<file path="src/rtl/nn_ctrl_pkg.sv">
// Shared definitions for the neural-network op-code controller and its
// program sequencer: opcode values, instruction width and sequencer states.
package nn_ctrl_pkg;

  localparam int OP_W    = 4;
  localparam int PA_W    = 4;
  localparam int PB_W    = 4;
  localparam int INSTR_W = OP_W + PA_W + PB_W;

  localparam logic [3:0] OP_HALT              = 4'd0;
  localparam logic [3:0] OP_SET_ACT_DENSE     = 4'd1;
  localparam logic [3:0] OP_SET_COST          = 4'd2;
  localparam logic [3:0] OP_LOAD_WEIGHT       = 4'd3;
  localparam logic [3:0] OP_LOAD_INPUT_LABEL  = 4'd4;
  localparam logic [3:0] OP_SET_LEARNING_RATE = 4'd5;
  localparam logic [3:0] OP_UPDATE_WEIGHT     = 4'd6;
  localparam logic [3:0] OP_STALL             = 4'd7;
  localparam logic [3:0] OP_LOAD_Z            = 4'd8;

  typedef enum logic [2:0] {
    IDLE  = 3'd0,
    FETCH = 3'd1,
    LATCH = 3'd2,
    EXEC  = 3'd3,
    DONE  = 3'd4
  } seq_state_t;

  // Saturating 32-bit increment used for the per-instruction cycle counter.
  function automatic logic [31:0] sat_inc32(input logic [31:0] v);
    return (v == 32'hFFFF_FFFF) ? v : (v + 32'd1);
  endfunction

endpackage

</file>
<file path="src/rtl/code_sequencer.sv">
// Program sequencer in front of the combinational op-code controller.
// Fetches {op,param_a,param_b} words from a synchronous instruction memory,
// presents them to the controller during EXEC and advances the program
// counter from the controller's code_active / code_reset / reset outputs.
// Optional feature: define SEQ_EPOCH_LOOP_EN to repeat the whole program
// epoch_count times before the single done pulse.
module code_sequencer
  import nn_ctrl_pkg::*;
#(
  parameter int OP_SIZE      = 4,
  parameter int PARAM_A_SIZE = 4,
  parameter int PARAM_B_SIZE = 4,
  parameter int ADDR_W       = 8
) (
  input  logic                                         clk,
  input  logic                                         rst_n,
  input  logic                                         start,
  input  logic [ADDR_W-1:0]                            prog_len,
`ifdef SEQ_EPOCH_LOOP_EN
  input  logic [15:0]                                  epoch_count,
  output logic [15:0]                                  epoch_idx,
`endif
  output logic                                         busy,
  output logic                                         done,
  output logic                                         err,
  output logic                                         imem_rd,
  output logic [ADDR_W-1:0]                            imem_addr,
  input  logic [OP_SIZE+PARAM_A_SIZE+PARAM_B_SIZE-1:0] imem_data,
  output logic [OP_SIZE-1:0]                           op,
  output logic [PARAM_A_SIZE-1:0]                      param_a,
  output logic [PARAM_B_SIZE-1:0]                      param_b,
  output logic [PARAM_A_SIZE+PARAM_B_SIZE-1:0]         param_c,
  output logic [31:0]                                  code_count,
  output logic                                         enable,
  output logic [ADDR_W-1:0]                            pc,
  input  logic                                         ctl_reset,
  input  logic                                         ctl_code_reset,
  input  logic                                         ctl_code_active
);

  localparam int IW  = OP_SIZE + PARAM_A_SIZE + PARAM_B_SIZE;
  localparam int PCW = PARAM_A_SIZE + PARAM_B_SIZE;

  seq_state_t        r_state;
  seq_state_t        w_next_state;
  logic [ADDR_W-1:0] r_pc;
  logic [ADDR_W-1:0] w_pc_nxt;
  logic [ADDR_W-1:0] w_pc_inc;
  logic [ADDR_W-1:0] r_prog_len;
  logic [ADDR_W-1:0] w_prog_len_nxt;
  logic [IW-1:0]     r_instr;
  logic [IW-1:0]     w_instr_nxt;
  logic [31:0]       r_code_count;
  logic [31:0]       w_code_count_nxt;
  logic              r_err;
  logic              w_err_nxt;
  logic              r_zero_done;
  logic              w_zero_done_nxt;
  logic [OP_SIZE-1:0] w_op;
  logic              w_is_halt;
  logic              w_is_illegal;
  logic              w_finish;
  logic              w_restart;
  logic              w_loop_taken;
  logic              w_busy;
  logic              w_done;
  logic              w_imem_rd;
  logic              w_enable;

`ifdef SEQ_EPOCH_LOOP_EN
  logic [15:0] r_epoch_cnt;
  logic [15:0] w_epoch_cnt_nxt;
  logic [15:0] r_epoch_idx;
  logic [15:0] w_epoch_idx_nxt;

  // Another pass is due while the next epoch index is still below the count.
  assign w_restart = (({1'b0, r_epoch_idx} + 17'd1) < {1'b0, r_epoch_cnt});
  assign epoch_idx = r_epoch_idx;
`else
  assign w_restart = 1'b0;
`endif

  assign w_op         = r_instr[IW-1 -: OP_SIZE];
  assign w_is_halt    = (w_op == OP_SIZE'(OP_HALT));
  assign w_is_illegal = (w_op > OP_SIZE'(OP_LOAD_Z));
  assign w_pc_inc     = r_pc + {{(ADDR_W-1){1'b0}}, 1'b1};

  // State and datapath registers.
  always_ff @(posedge clk or negedge rst_n) begin
    if (!rst_n) begin
      r_state      <= IDLE;
      r_pc         <= {ADDR_W{1'b0}};
      r_prog_len   <= {ADDR_W{1'b0}};
      r_instr      <= {IW{1'b0}};
      r_code_count <= 32'd0;
      r_err        <= 1'b0;
      r_zero_done  <= 1'b0;
`ifdef SEQ_EPOCH_LOOP_EN
      r_epoch_cnt  <= 16'd1;
      r_epoch_idx  <= 16'd0;
`endif
    end else begin
      r_state      <= w_next_state;
      r_pc         <= w_pc_nxt;
      r_prog_len   <= w_prog_len_nxt;
      r_instr      <= w_instr_nxt;
      r_code_count <= w_code_count_nxt;
      r_err        <= w_err_nxt;
      r_zero_done  <= w_zero_done_nxt;
`ifdef SEQ_EPOCH_LOOP_EN
      r_epoch_cnt  <= w_epoch_cnt_nxt;
      r_epoch_idx  <= w_epoch_idx_nxt;
`endif
    end
  end

  // Next-state and next-datapath logic; EXEC follows HALT > illegal > code_reset > code_active.
  always_comb begin
    w_next_state     = r_state;
    w_pc_nxt         = r_pc;
    w_prog_len_nxt   = r_prog_len;
    w_instr_nxt      = r_instr;
    w_code_count_nxt = r_code_count;
    w_err_nxt        = r_err;
    w_zero_done_nxt  = 1'b0;
    w_finish         = 1'b0;
    w_loop_taken     = 1'b0;
`ifdef SEQ_EPOCH_LOOP_EN
    w_epoch_cnt_nxt  = r_epoch_cnt;
    w_epoch_idx_nxt  = r_epoch_idx;
`endif
    case (r_state)
      IDLE: begin
        if (start) begin
          if (prog_len != {ADDR_W{1'b0}}) begin
            w_prog_len_nxt = prog_len;
            w_pc_nxt       = {ADDR_W{1'b0}};
            w_err_nxt      = 1'b0;
            w_next_state   = FETCH;
`ifdef SEQ_EPOCH_LOOP_EN
            w_epoch_cnt_nxt = (epoch_count == 16'd0) ? 16'd1 : epoch_count;
            w_epoch_idx_nxt = 16'd0;
`endif
          end else begin
            w_zero_done_nxt = 1'b1;
          end
        end else begin
          w_next_state = IDLE;
        end
      end
      FETCH: begin
        w_next_state = LATCH;
      end
      LATCH: begin
        w_instr_nxt      = imem_data;
        w_code_count_nxt = 32'd0;
        w_next_state     = EXEC;
      end
      EXEC: begin
        if (w_is_halt) begin
          w_finish = 1'b1;
        end else if (w_is_illegal) begin
          w_err_nxt    = 1'b1;
          w_pc_nxt     = w_pc_inc;
          w_finish     = (w_pc_inc == r_prog_len);
          w_next_state = FETCH;
        end else if (ctl_code_reset) begin
          w_pc_nxt     = {ADDR_W{1'b0}};
          w_next_state = FETCH;
        end else if (ctl_code_active) begin
          w_pc_nxt     = w_pc_inc;
          w_finish     = (w_pc_inc == r_prog_len);
          w_next_state = FETCH;
        end else begin
          w_code_count_nxt = ctl_reset ? 32'd0 : sat_inc32(r_code_count);
        end
      end
      DONE: begin
        w_next_state = IDLE;
      end
      default: begin
        w_next_state = IDLE;
      end
    endcase

    if (w_finish) begin
      if (w_restart) begin
        w_loop_taken = 1'b1;
        w_pc_nxt     = {ADDR_W{1'b0}};
        w_next_state = FETCH;
      end else begin
        w_loop_taken = 1'b0;
        w_next_state = DONE;
      end
    end else begin
      w_loop_taken = 1'b0;
    end

`ifdef SEQ_EPOCH_LOOP_EN
    if (w_loop_taken) begin
      w_epoch_idx_nxt = r_epoch_idx + 16'd1;
    end else begin
      w_epoch_idx_nxt = w_epoch_idx_nxt;
    end
`endif
  end

  // Output decode from the registered state.
  always_comb begin
    w_busy    = 1'b0;
    w_done    = r_zero_done;
    w_imem_rd = 1'b0;
    w_enable  = 1'b0;
    case (r_state)
      FETCH: begin
        w_busy    = 1'b1;
        w_imem_rd = 1'b1;
      end
      LATCH: begin
        w_busy = 1'b1;
      end
      EXEC: begin
        w_busy   = 1'b1;
        w_enable = 1'b1;
      end
      DONE: begin
        w_done = 1'b1;
      end
      default: begin
        w_busy = 1'b0;
      end
    endcase
  end

  assign busy       = w_busy;
  assign done       = w_done;
  assign err        = r_err;
  assign imem_rd    = w_imem_rd;
  assign imem_addr  = r_pc;
  assign enable     = w_enable;
  assign pc         = r_pc;
  assign code_count = r_code_count;
  // Controller sees the all-zero default opcode whenever it is not executing.
  assign op      = w_enable ? w_op : {OP_SIZE{1'b0}};
  assign param_a = w_enable ? r_instr[PCW-1 -: PARAM_A_SIZE] : {PARAM_A_SIZE{1'b0}};
  assign param_b = w_enable ? r_instr[PARAM_B_SIZE-1:0] : {PARAM_B_SIZE{1'b0}};
  assign param_c = w_enable ? r_instr[PCW-1:0] : {PCW{1'b0}};

endmodule

</file>
<file path="config.mk">
export PLATFORM = sky130hd
export DESIGN_NAME = code_sequencer
export DESIGN_NICKNAME = d
export VERILOG_FILES = /design/src/rtl/nn_ctrl_pkg.sv /design/src/rtl/code_sequencer.sv
export SDC_FILE = /design/constraint.sdc
export NUM_CORES = 1
export LEC_CHECK = 0
export CORE_UTILIZATION = 45
export DETAILED_ROUTE_END_ITERATION = 10
export PLACE_DENSITY_LB_ADDON = 0.12
export SYNTH_ARGS = -nofsm -noshare
export SYNTH_HDL_FRONTEND = slang
export SYNTH_SLANG_ARGS = --single-unit
</file>
<file path="constraint.sdc">
create_clock -name clk -period 5.95 [get_ports clk]
set_clock_uncertainty 0.1 [all_clocks]
set_input_delay 0.595 -clock clk [delete_from_list [all_inputs] [get_ports clk]]
set_output_delay 0.595 -clock clk [all_outputs]
set_load 0.05 [all_outputs]
</file>
# Word level (Yosys, flattened, before mapping)
# Cells that the tools add are included.
# W data, S select, Z words.
[word_totals]
regBits = 65
input_bits = 26
output_inout_bits = 73
word_cells = 82
[classes]
add_sub_neg = 2
magnitude_cmp = 1
n_eq_ne = 18
mux = 43
reduce_logical = 11
[op_table]
columns = ["op", "count"]
rows = [
  ["$mux W32", 6],
  ["$pmux W32 S2", 1],
  ["$mux W8", 7],
  ["$add A32 B1 Y32 const B", 1],
  ["$eq A32 B32 Y1 const B", 1],
  ["$mux W3", 7],
  ["$mux W1", 16],
  ["$pmux W8 S2", 1],
  ["$ne A2 B2 Y1 const B", 7],
  ["$mux W4", 3],
  ["$pmux W3 S4", 1],
  ["$reduce_and A5 Y1", 2],
  ["$add A8 B1 Y8 const B", 1],
  ["$eq A8 B8 Y1", 1],
  ["$ne A4 B4 Y1 const B", 2],
  ["$reduce_bool A8 Y1", 1],
  ["$eq A3 B2 Y1 const B", 2],
  ["$ne A3 B3 Y1 const B", 2],
  ["$reduce_and A3 Y1", 2],
  ["$reduce_and A6 Y1", 1],
  ["$ne A5 B5 Y1 const B", 1],
  ["$gt A4 B4 Y1 const B", 1],
  ["$logic_not A4 Y1", 1],
  ["$reduce_bool A2 Y1", 2],
  ["5 further kinds", 5],
]

# Depth between registers and ports, before layout
# Gate-level depths: netlist of the first run.
[depth]
word_depth = 9
depth_mapped = 9
mapped_depth_nobuf = 7

# Least setup slack after synthesis of the first run
# Ideal clock, no wire load.
[synth_path]
path_kind = "reg2out"
from = "reg r_state[2]"
to = "out param_c[0]"
arrival_time_ns = 2.169
required_time_ns = 5.255
setup_slack_ns = 3.086
stages_incl_launch_ff = 6
n_path_buf = 3
path_cell_list = "dfrtp_1 > and3b_1 > buf_2 > clkbuf_1 > and2_1 > buf_4"
[synth_between]
elab_chain_len = 3
[synth_rtl]
columns = ["element", "line_no", "text"]
rows = [
  ["from (decl)", "code_sequencer.sv:44", "seq_state_t r_state;"],
  ["from (signal assigned)", "code_sequencer.sv:103", "r_state <= w_next_state;"],
  ["$eq A3 B2 Y1", "code_sequencer.sv:214", "case (r_state)"],
  ["$mux W1", "code_sequencer.sv:214", ""],
  ["via enable", "code_sequencer.sv:34", "output logic enable,"],
  ["$mux W8", "code_sequencer.sv:247", "assign param_c = w_enable ? r_instr[PCW-1:0] : {PCW{1'b0}};"],
  ["to (decl)", "code_sequencer.sv:32", "output logic [PARAM_A_SIZE+PARAM_B_SIZE-1:0] param_c,"],
]
# The timed path passes the listed nets, and every way through them passes these cells.

# Worst setup path after layout of the first run
[layout_path]
from = "reg r_state[2]"
to = "reg r_code_count[24] (netlist: code_count[24])"
[layout_between]
elab_chain_len = 3
elab_cells_between_ends = 10
cone_classes = "eq/ne (7); mux (1); reduce/logical (2)"
[layout_rtl]
columns = ["element", "line_no", "text"]
rows = [
  ["$eq A3 B2 Y1", "code_sequencer.sv:132", "case (r_state)"],
  ["$ne A3 B3 Y1 (no line) (tied with other cells)", "--", ""],
  ["$reduce_and A6 Y1 (no line)", "--", ""],
  ["to (signal assigned)", "code_sequencer.sv:107", "r_code_count <= w_code_count_nxt;"],
  ["to (decl)", "code_sequencer.sv:53", "logic [31:0] r_code_count;"],
]
# Parallel ways exist; a longest one is shown, timed or not.
# A chain may end at the register's enable or synchronous reset.

==> results summary, run 1 <==
The most common cell after layout, fill and taps aside is clkdlybuf4s50_1. The number of setup buffers added after CTS is 0. Across the run, the number of max-cap violations was 0. The standard-cell row count came out at 32.

The startpoint identified for the worst register-to-register timing path is r_state[2]. The area growth from synthesis to layout came out at 30.7%. The count of cells along the worst register-to-register path came out at 6. The vias per cell came out at roughly 5.7. At the worst endpoint, the required time is between 6 and 7 ns. The Yosys step of the flow raised 0 warnings. The region available for standard cell placement spans roughly 7800 µm².

The met1 layer usage reported by global route came out at between 20% and 30%. The power density over the cells is ~430 nW/µm². Based on the critical path, the design can be clocked at up to between 300 and 400 MHz. The number of storage elements in the synthesis netlist came out at 65. In this run the worst setup path begins at r_state[2]. The clock net sink count is 65. In this run the worst path has a maximum fanout of 29.

The die outline height is between 90 and 100 µm. Hold timing on the final database bottoms out at a slack of between 0.3 and 0.4 ns. The synthesized area is approximately 3700 µm². By startpoint and endpoint, the worst setup path is classified as register to register. Of the cells placed in the final design, the portion with a size suffix greater than 1 is around 9.0%. The remaining max-slew budget at the tightest pin came out at between 20% and 30%. The critical path capture point is code_count[24].

Setup total negative slack on the finished layout was measured at 0 ns. The total routing resource utilization after global routing is a little under a quarter. The quantity of gates resized following cts is 0. The flip-flop cell with the highest count after synthesis is dfrtp_1. The clock tree synthesis step divided the H-tree into 3 levels.

The total design power came out at about 2000 µW. The slew of the pin with the lowest slew margin is 1.12 ns. In the routed design, unresolved DRC markers number 0.

The arrival time of data at the critical path endpoint came out at ~3.5 ns. The remaining number of nets flagged by the antenna check after routing is 0. The filler cell count in the final layout is just over 700. STA classifies the critical path startpoint as a register. The initial standard-cell utilization of the core is 46.9%. Counting flops with an async set or reset pin after synthesis yields a share of 100%. The total CTS buffers came out at 9. IR analysis of the VDD net gives a maximum drop of roughly 0.00013 V. Dividing the detail-routed wire length by the instance count gives between 15 and 20 µm. The number of antenna diodes came out at 0. The final number of hold-violating endpoints is 0. The worst setup path is captured at a register. The number of hold-repair buffers added at the cts stage came out at 0. The final number of max-transition violations is 0. In this run the clock root is driven by a clkbuf_8. The clock reaches the later pin of the worst-skew pair after around 0.34 ns.

The largest net degree at the start of global routing is between 60 and 70. Setup repair after global routing left no endpoint under its margin. The final number of setup-violating endpoints came out at 0. The met2 track demand over resource is 37.7%. The net total in the final layout is 500. For this run, global-route usage on met3 was measured as under 10%. The end-of-flow core utilization is 61.3%.

TritonCTS built the clock tree. The number of synthesized flops with an enable pin is 0. The number of top-level design ports is slightly below 100.

The maximum number of buffers from clock root to sink is 2. The number of antenna violations at the first check in global routing came out at 0. The mean instance size in the synthesized netlist is approximately 9 µm².

The first global-routing pass estimated between 15000 and 20000 µm of wire. The library cells used most frequently in the layout, excluding fill and tap cells, are clkdlybuf4s50_1, dfrtp_1, o21ai_0. Summing all multi-input logic gate instances after layout gives approximately 1800 µm².

The via count of the first global-routing pass is approximately 3100. The leakage power total came out at roughly 0.0019 µW. After global routing, the most crowded layer is met2. The sequential cell area in the final layout is 1630 µm². The worst-case setup slack after placement came out at around 2.6 ns. Measured along the x axis, the die boundary spans ~90 µm. The die footprint is ~8500 µm².

The count of buffers inserted at the top-level ports is 98. The placer's final routability congestion estimate is between 0.8 and 0.9. The setup slack of the critical path after layout came out at about 2.6 ns. The DRC violation total after the first TritonRoute iteration came out at around 160. The reg2reg setup slack came out at ~2.6 ns.

The remaining global-route overflow came out at 0. The run finished with clean final reports. The post-synth net total came out at between 400 and 500. The first detailed-routing pass took 4 iterations. The shortest clock period the worst path allows after layout is 3.33 ns. The clock-pin slew of the registers on the worst-case setup and hold paths came out at 0.07 ns. The count of cell types in the netlist is 50. The terminus of the critical flop-to-flop path is code_count[24]. The worst path uses between 50% and 60% of the clock period. The total wire length after detailed routing came out at 9090 µm. For this block, the via count after detailed routing is 3283. The worst hold-check path type is primary input to async pin. In the synthesized netlist, the number of instances is roughly 400. The proportion of synthesized chip area in sequential cells came out at approximately 44%. The sum of net half-perimeters after detailed placement is between 6000 and 7000 µm.
==> area by class of cell <==
class / instances / area share, %
clock inverters: 3 / 1.36
repair buffers: 101 / 20.9
multi-input cells: 290 / 37.8
clock buffers: 13 / 2.90
inverters: 5 / 0.392
flip-flops and latches: 65 / 34.0
well taps: 102 / 2.67
==> where the power goes <==
part / internal [µW] / leakage, µW / switching, µW
clock network: 236 / 0.000102 / 166
registers: 535 / 0.000855 / 80.3
logic: 378 / 0.000905 / 641
==> flip-flops by register name, indices dropped and copies added, names as in the netlist <==
name         cells
r_zero_done      1
r_state          3
imem_addr        8
err              1
code_count      32
r_prog_len       8
r_instr         12
==> Yosys cell counts, types with 11 or more instances <==
master / n / area, µm²
mux2_2: 20 / 225
buf_4: 17 / 128
nand4_1: 11 / 68.8
a21oi_1: 18 / 90.1
nand3_1: 17 / 85.1
a31oi_1: 13 / 81.3
dfrtp_1: 65 / 1630
and2_1: 14 / 87.6
nand2_1: 27 / 101
clkbuf_1: 13 / 48.8
nor2_1: 28 / 105
o21ai_0: 38 / 190
o31ai_1: 16 / 120
==> routing by layer <==
layer  wire length [µm]  share of wire, %
met2               4390                48
met5                  0                 0
met4                144               1.6
met1               4060                45
met3                494               5.4
==> worst max-delay path, stage by stage (launching register included) <==
cell and delay, ns:
dfrtp_1 0.43, and3b_1 0.58, nor2b_1 0.68, nand3_1 0.17
o21bai_2 0.91, o21ai_0 0.22, o31ai_1 0.12
==> how the worst min path moves through the flow <==
stage	cells past startpoint	to
after CTS	2	imem_addr[4]
after floorplan	0	code_count[0]
after global placement	2	err
final	2	imem_addr[5]
after detailed placement	1	code_count[30]
after global routing	2	imem_addr[5]
==> cell families (layout without fill, tap and decap cells) <==
| kind of cell | after synthesis | count (layout) | synth area share [%] |
|---|---|---|---|
| AND/OR/NAND/NOR | 147 | 147 | 21.9 |
| AO/OA/AOI/OAI | 109 | 109 | 17.7 |
| flip-flops | 65 | 65 | 44.4 |
| buffers and inverters | 40 | 122 | 6.19 |
| multiplexers | 21 | 21 | 6.43 |
| XOR/XNOR | 9 | 9 | 2.15 |
| adder cells (fa/ha/maj) | 4 | 4 | 1.23 |
==> metrics by stage <==
stage / instances / instance area [µm²]
2_1_floorplan: 395 / 3660
3_3_place_gp: 563 / 4580
3_5_place_dp: 563 / 4580
4_1_cts: 579 / 4780
5_1_grt: 579 / 4780
6_report: 579 / 4780
No activity file was read; power rests on OpenSTA's default activity.
==> inputs of run 2 (changes only) <==
--- a/config.mk
+++ b/config.mk
@@ -5,7 +5,7 @@
 export SDC_FILE = /design/constraint.sdc
 export NUM_CORES = 1
 export LEC_CHECK = 0
-export CORE_UTILIZATION = 45
+export CORE_UTILIZATION = 44
 export DETAILED_ROUTE_END_ITERATION = 10
 export PLACE_DENSITY_LB_ADDON = 0.12
 export SYNTH_ARGS = -nofsm -noshare
==> constraint.sdc (replaced) <==
create_clock -name clk -period 2.8 [get_ports clk]
set_clock_uncertainty 0.1 [all_clocks]
set_input_delay 0.28 -clock clk [delete_from_list [all_inputs] [get_ports clk]]
set_output_delay 0.28 -clock clk [all_outputs]
set_load 0.05 [all_outputs]
==> results summary, run 2 (synthesis results as in run 1) <==
The flow ran to the end, and the final reports show no timing, DRC or antenna violations. The wire length per cell is approximately 16 µm. The slew of the pin with the lowest slew margin is around 0.66 ns. In this run the tightest slew margin relative to its limit is between 50% and 60%. The die footprint is approximately 8700 µm². The net total in the final layout came out at around 520. The global-route wire length before repair is 15200 µm.

The initial standard-cell utilization of the core is around 46%. The signal on the critical path passes through and3b_1 -> buf_4 -> and2_1 -> clkdlybuf4s50_1. The largest net degree at the start of global routing came out at 25. In the layout the commonest cells are clkdlybuf4s50_1, dfrtp_1, o21ai_0.

The library cell used most frequently in the layout, excluding fill and tap cells, is clkdlybuf4s50_1. The worst register-to-register path ends at code_count[3]. The critical path's largest stage delay is 0.79 ns. The standard-cell row count came out at 32. The maximum vdd drop is a little over 0.0003 V. The count of buffers inserted at the top-level ports is 98. The placeable core region is 7890 µm². The maximum number of buffers from clock root to sink came out at 2. The clock net sink count is 65. The reg2reg setup slack came out at between 0.2 and 0.3 ns.

For the worst setup path, the data required time is roughly 2.4 ns. The final number of hold-violating endpoints is 0. Dividing total power by cell area gives a power density of slightly below 900 nW/µm².

Using the TritonRoute via totals, the vias-per-cell ratio works out to around 5.7. The startpoint identified for the worst register-to-register timing path is code_count[25]. Of all nets on the critical path, the largest fanout is 13.

The clock root buffer is clkbuf_8. The max-capacitance violation count came out at 0. The first routing iteration left 150 violations. The via count of the first global-routing pass was approximately 3200. The worst setup path is launched from a register.

The slowest stage of the critical path is the clkdlybuf4s50_1 cell. The worst path needs ~2.7 ns of the cycle, external delays included. between 90 and 100 I/O pins were placed.

The placer's final routability congestion estimate came out at slightly above 0.8. The final number of setup-violating endpoints came out at 0. The number of antenna violations at the first check in global routing is 0. The H-tree was split into 3 levels. The area growth from synthesis to layout is 34.8%. The worst path uses 96.0% of the clock period.

The total design power came out at roughly 4400 µW. The die is around 93 µm tall. STA classifies the critical path endpoint as an output pin.

The routed design has between 9000 and 10000 µm of wire. Adding up every negative setup slack in the final design gives 0 ns. The filler cell count in the final layout came out at 700. The worst hold path belongs to the class primary input to async pin. The number of buffers inserted to repair setup after CTS is 0. The die is about 93 µm wide. TritonCTS built the clock tree. The kind of critical path is register to output pin. The number of antenna diodes came out at 0. Based on the critical path, the design can be clocked at up to between 300 and 400 MHz. The final number of max-transition violations is 0. The total CTS buffers came out at 9. The remaining global-route overflow came out at 0. Setup repair after global routing left no endpoint under its margin. The count of cells along the worst register-to-register path is 7.

The first-pass iteration count of the detailed router came out at 4. The remaining number of nets flagged by the antenna check after routing is 0. The total routing resource utilization after global routing is 22.6%. The sum of net half-perimeters after detailed placement came out at 6510 µm. The arrival time of data at the critical path endpoint is around 2.3 ns. Clock latency on the worst-skew pair, taken at its later pin, is ~0.35 ns. The share of layout cells above drive strength 1 came out at 12.0%. The register with the most flip-flops in the layout has 32 of them. In the routed design, unresolved DRC markers number 0. The leakage power total came out at about 0.0021 µW. The clock-pin slew of the registers on the worst-case setup and hold paths is about 0.080 ns. The total via count after detailed routing came out at ~3400.
==> run 2: cell count changes in the layout (fill, tap and decap cells not counted) <==
cell	change
clkbuf_1	-2
dlygate4sd3_1	+1
clkdlybuf4s50_1	-10
clkinv_2	-1
dlymetal6s2s_1	+10
clkinvlp_4	+1
buf_4	+16
==> run 2: per-stage QoR <==
step                      worst slack [ns]  util (%)  std cells  hold WS (ns)  area, µm²
after CTS                           0.0630      62.2        594         0.373       4910
after detailed placement             0.240      59.6        579         0.210       4700
final                                0.112      62.5        594         0.386       4930
after global placement               0.269      59.6        579         0.213       4700
after global routing               0.00853      62.5        594         0.411       4930
after floorplan                     0.0322         -        395        -0.116       3660
==> run 2: area by class of cell <==
class                      count  area [µm²]  area share [%]
multi-input combinational    290        1810            36.6
inverter                       5        18.8           0.380
tap                          102         128            2.59
timing repair buffer         118        1150            23.4
clock buffer                  11         131            2.66
clock inverter                 3        67.6            1.37
sequential                    65        1630            33.0
==> run 2: power breakdown <==
part | switching, µW | total (µW) | internal [µW]
clock | 359 | 852 | 493
combinational | 1380 | 2240 | 862
sequential | 167 | 1300 | 1140
==> run 2: worst max path at each step <==
stage,startpoint,depth (start not counted),to
after floorplan,code_count[22],8,code_count[16]
after global placement,ctl_code_reset,8,code_count[26]
after detailed placement,ctl_code_reset,7,code_count[16]
after CTS,r_state[2],4,param_a[2]
after global routing,r_state[2],4,op[2]
final,r_state[2],4,op[2]
==> run 2: per-layer routing <==
metal  part of all wire (%)  vias up  GRT usage, %
met3                    6.0       13          4.88
met4                    1.9        0          9.10
met2                     47      115          37.1
met1                     45     1656          28.9
met5                      0        -             0
li1                       -     1626             -
==> run 2: critical path, delay by kind of cell, from the launching register on <==
family	cells	cell delay [ns]
buffers and inverters	2	1.01
flip-flops	1	0.44
AND/OR/NAND/NOR	2	0.51
==> run 2: repair_timing <==
action                                  CTS  global route
gates resized for setup                   0            10
hold buffers                              1             0
hold endpoints to repair                 22             0
endpoints found under the setup margin    0            10
